`config.mk`:
```
export PLATFORM = sky130hd
export DESIGN_NAME = amp_window_scheduler
export DESIGN_NICKNAME = d
export VERILOG_FILES = /design/src/rtl/amp_window_scheduler.sv
export SDC_FILE = /design/constraint.sdc
export NUM_CORES = 1
export LEC_CHECK = 0
export BUFFER_PORTS_ARGS = -buffer_cell sky130_fd_sc_hd__buf_4
export CAP_MARGIN = 20
export CORE_MARGIN = 3
export CORE_UTILIZATION = 49
export DETAILED_ROUTE_END_ITERATION = 8
export GPL_ROUTABILITY_DRIVEN = 1
export GPL_TIMING_DRIVEN = 0
export PLACE_DENSITY = 0.77
export SLEW_MARGIN = 10
export SYNTH_ARGS = -nofsm -noshare
export SYNTH_HDL_FRONTEND = slang
export SYNTH_SLANG_ARGS = --single-unit
```
`constraint.sdc`:
```
create_clock -name clk -period 5.6 [get_ports clk]
set_input_delay 0.28 -clock clk [delete_from_list [all_inputs] [get_ports clk]]
set_output_delay 0.28 -clock clk [all_outputs]
set_load 0.02 [all_outputs]
```
`src/rtl/amp_window_scheduler.sv`:
```
// Windowed ones-counter for a 1-bit digitizer stream: integrates 2^WIN_BITS
// samples per window, compares the count against a threshold and hands the
// result over a valid/ready interface, counting results dropped by backpressure.
module amp_window_scheduler #(
  parameter int unsigned WIN_BITS = 8,
  parameter int unsigned CNT_W    = WIN_BITS + 1
) (
  input  logic             clk,
  input  logic             rst,
  input  logic             run,
  input  logic             sig,
  input  logic [CNT_W-1:0] thresh,
  output logic [CNT_W-1:0] res_data,
  output logic             res_above,
  output logic             res_valid,
  input  logic             res_ready,
  output logic             busy,
  output logic [7:0]       overrun
);

  typedef enum logic {
    IDLE,
    INTEGRATE
  } state_t;

  state_t              state;
  logic [WIN_BITS-1:0] win_cnt;
  logic [CNT_W-1:0]    acc;
  logic [CNT_W-1:0]    final_sum;
  logic                win_end;
  logic                load_ok;

  // final_sum folds in the current sample so the window-end cycle is counted
  always_comb begin
    final_sum = acc + CNT_W'(sig);
    win_end   = (state == INTEGRATE) && (win_cnt == '1);
    load_ok   = !res_valid || res_ready;
  end

  always_ff @(posedge clk or negedge rst) begin
    if (!rst) begin
      state     <= IDLE;
      busy      <= 1'b0;
      win_cnt   <= '0;
      acc       <= '0;
      res_data  <= '0;
      res_above <= 1'b0;
      res_valid <= 1'b0;
      overrun   <= '0;
    end else begin
      case (state)
        IDLE: begin
          win_cnt <= '0;
          acc     <= '0;
          if (run) begin
            state <= INTEGRATE;
            busy  <= 1'b1;
          end
        end
        INTEGRATE: begin
          if (win_end) begin
            win_cnt <= '0;
            acc     <= '0;
            if (!run) begin
              state <= IDLE;
              busy  <= 1'b0;
            end
          end else if (!run) begin
            win_cnt <= '0;
            acc     <= '0;
            state   <= IDLE;
            busy    <= 1'b0;
          end else begin
            win_cnt <= win_cnt + 1'b1;
            acc     <= final_sum;
          end
        end
      endcase

      // A transfer on the window-end cycle frees the slot for the new result
      if (win_end) begin
        if (load_ok) begin
          res_data  <= final_sum;
          res_above <= (final_sum >= thresh);
          res_valid <= 1'b1;
        end else if (overrun != 8'hFF) begin
          overrun <= overrun + 8'd1;
        end
      end else if (res_valid && res_ready) begin
        res_valid <= 1'b0;
      end
    end
  end

endmodule
```
==> flow_summary_export.csv <==
group,metric,value,unit
floorplan,chipHeight,68.38,microns
layout,multi_input_comb_area,894.6,sq um
yosys,synth-seq-cells,38,
floorplan,core_area,3716,sq um
layout,syn_to_final_growth,20.67,%
clock_tree,cts.path.max_buffers,2,
floorplan,ios,34,
sta,period_share,37.55,%
sta,final.setup.tns,0,ns
route,first_pass_iters,4,
status,status,"finished clean",
sta,skew,0.007107,ns
clock_tree,ctsResizeCount,0,
floorplan,initial_core_util,51.31,%
worst_hold_path,hold_class,"input port to flip-flop",
placed_design,dp_hpwl,2485,microns
sta,tightest_slew,0.4632,ns
clock_tree,clkTransAtPathRegs,0.06,ns
sta,hold_viol_final,0,
clock_tree,cts_tree,"built",
global_route,grt_max_degree,39,
setup_path,crit_type,"flip-flop to flip-flop",
sta,drv_slew,0,
layout,seq_area,950.9,sq um
setup_path,ff2ff_setup_slack,3.50,ns
global_route,grt_pass1_vias,1215,
setup_path,end_kind,"flip-flop",
layout,nFillCells,337,
power,irDropWorstVdd,0.1404,mV
global_route,grt_usage,15.78,%
layout,finalNetCount,242,
sta,maxSlewHeadroom,69.12,%
power,power,474.9,uW
yosys,synthCells,174,
setup_path,cp.arrival,2.26,ns
worst_hold_path,hold_depth,1,
route,routed_wl,3307,microns
layout,n_antenna_cell,0,
global_route,grt_pass1_wl,5306,microns
route,ant_nets,0,
route,avgRoutedWirePerCell,12.57,microns
setup_path,timing.rr.end,"res_above$_DFFE_PN0P_",
setup_path,cp.required,5.76,ns
flow_run,cap_violations,0,
clock_tree,root_buffer,"clkbuf_8",
yosys,synth.avg_cell_area,10.96,sq um
global_route,grt_overflow_total,0,
sta,period_needed,2.103,ns
floorplan,placementRows,22,
setup_path,critPathLaunchType,"flip-flop",
clock_tree,htreeDepth,2,
placed_design,place_congestion,0.8351,
worst_hold_path,hold_start,"run",
yosys,synthesis.area,1907,sq um
global_route,antenna_found_initial,0,
power,power_leakage,1.204,nW
placed_design,io_buffer_count,33,
power,power.density,206.4,nW/um^2
floorplan,die_area,4676,sq um
yosys,ys_types,28,
yosys,syn-num-nets,201,
yosys,ys_warn_count,0,
route,drc,0,
clock_tree,clk_latency,0.29,ns
sta,rsz0062_at_grt,"false",
setup_path,r2r_start,"acc[0]$_DFF_PN0_",
layout,drive_above_1_share,25.58,%
yosys,seq_area_frac_synth,49.87,%
sta,setup_viol,0,
worst_hold_path,whs_endpoint,"state$_DFF_PN0_",
route,vias,1300,
sta,max_freq,475.5,MHz
route,vias_per_cell,4.943,
route,detail_route.iter0.violations,29,
clock_tree,cts_made_buffers,5,
floorplan,die_w,68.38,microns
setup_path,r2r.worst_path.cells,9,
setup_path,critical_path_peak_fanout,3,
clock_tree,clock-sinks,38,
## critical path, cell delays in order (launching register included)
cell and delay [ns]:
dfrtp_1 0.35, ha_1 0.17, nand4_1 0.15, nor2_1 0.18, xor2_1 0.28, ha_1 0.31, a21oi_1 0.13, nor2_1 0.05
a211oi_1 0.23, a31oi_1 0.13
## synth_stat cells
cell type  count  share of area (%)
maj3_1         1               0.52
and2_2         1               0.39
nand2b_1       2               0.66
ha_1          13                8.5
nand4_2        1               0.66
nor3_1         1               0.26
nand4_1        8                2.6
nor2_1        15                3.0
a221o_1        1               0.52
a31oi_1        2               0.66
and4_1         2               0.92
xnor2_1       10                4.6
buf_2          1               0.26
inv_1         13                2.6
o21ai_0        2               0.52
and2_1         1               0.33
xor2_1         8                3.7
dfrtp_1       38                 50
nand3_1        7                1.8
and3_1         7                2.3
nor3_4         1               0.85
buf_4          1               0.39
mux2_2        11                6.5
nand2_1        9                1.8
and4_2         1               0.52
a211oi_1       1               0.39
a21oi_1        5                1.3
nor2b_1       11                3.6
## layer usage
metal	part of all wire, %	global-route usage [%]	vias to the layer above
met3	4.0	4.926	7
met2	47	24.67	19
met4	1.7	6.700	0
met1	48	20.08	601
met5	0	0	-
li1	-	-	673
## cell families (layout without fill, tap and decap cells)
group                      count (synthesis)  count (layout)  synth area share (%)
buffers and inverters                     15              56                 3.215
and+or+nand+nor                           67              67                 19.69
adders and majority gates                 14              14                 9.055
xor gates and xnor gates                  18              18                 8.268
DFF                                       38              38                 49.87
AOI/OAI and AO/OA                         11              11                 3.412
muxes                                     11              11                 6.496
## metrics by stage
stage	util (%)	instances	cell area [sq um]	setup slack (ns)	hold WS, ns
3_3_place_gp	59.60	255	2215	3.548	0.2755
2_1_floorplan	-	174	1907	3.792	-0.01559
5_1_grt	61.92	263	2301	3.318	0.1190
4_1_cts	61.92	263	2301	3.472	0.1181
6_report	61.92	263	2301	3.497	0.1290
3_5_place_dp	59.60	255	2215	3.455	0.2735
## worst max path at each step
stage / startpoint / cells past startpoint / to
final: acc[0]$_DFF_PN0_ / 9 / res_above$_DFFE_PN0P_
after global routing: acc[0]$_DFF_PN0_ / 9 / res_above$_DFFE_PN0P_
after CTS: acc[0]$_DFF_PN0_ / 9 / res_above$_DFFE_PN0P_
after detailed placement: sig / 10 / res_above$_DFFE_PN0P_
after global placement: sig / 10 / res_above$_DFFE_PN0P_
after floorplan: acc[0]$_DFF_PN0_ / 9 / res_above$_DFFE_PN0P_
## layout make-up
class | count | share of cell area [%]
flip-flops and latches | 38 | 41.33
multi-input cells | 121 | 38.88
repair buffers | 34 | 11.20
clock buffers | 7 | 3.317
well taps | 48 | 2.610
inverters | 13 | 2.121
plain buffers | 2 | 0.5438
## state kept, by name, indices dropped and copies added (netlist names)
name       flops
win_cnt        8
acc            9
res_above      1
state          1
res_data       9
busy           1
res_valid      1
overrun        8
## layout by cell type (no fill, tap or decap), drive strengths merged
| cell | instances |
|---|---|
| clkbuf | 7 |
| nand2b | 2 |
| ha | 13 |
| maj3 | 1 |
| nor2b | 11 |
| nor2 | 15 |
| xnor2 | 10 |
| a31oi | 2 |
| a211oi | 1 |
| nor3 | 2 |
| buf | 35 |
| inv | 13 |
| nand3 | 7 |
| dlygate4sd3 | 1 |
| and3 | 7 |
| a221o | 1 |
| a21oi | 5 |
| nand4 | 9 |
| and2 | 2 |
| xor2 | 8 |
| and4 | 3 |
| nand2 | 9 |
| dfrtp | 38 |
| mux2 | 11 |
| o21ai | 2 |
## power by group
group	internal, mW	switching (mW)
logic	0.0123	0.0154
clock network	0.0855	0.0831
registers	0.277	0.00185
total	0.375	0.100
## timing repair
item,in CTS,in global routing
hold buffers,1,0
hold endpoints to repair,38,0
buffers inserted,0,0
Note: power is estimated with default switching activity, not from simulation.
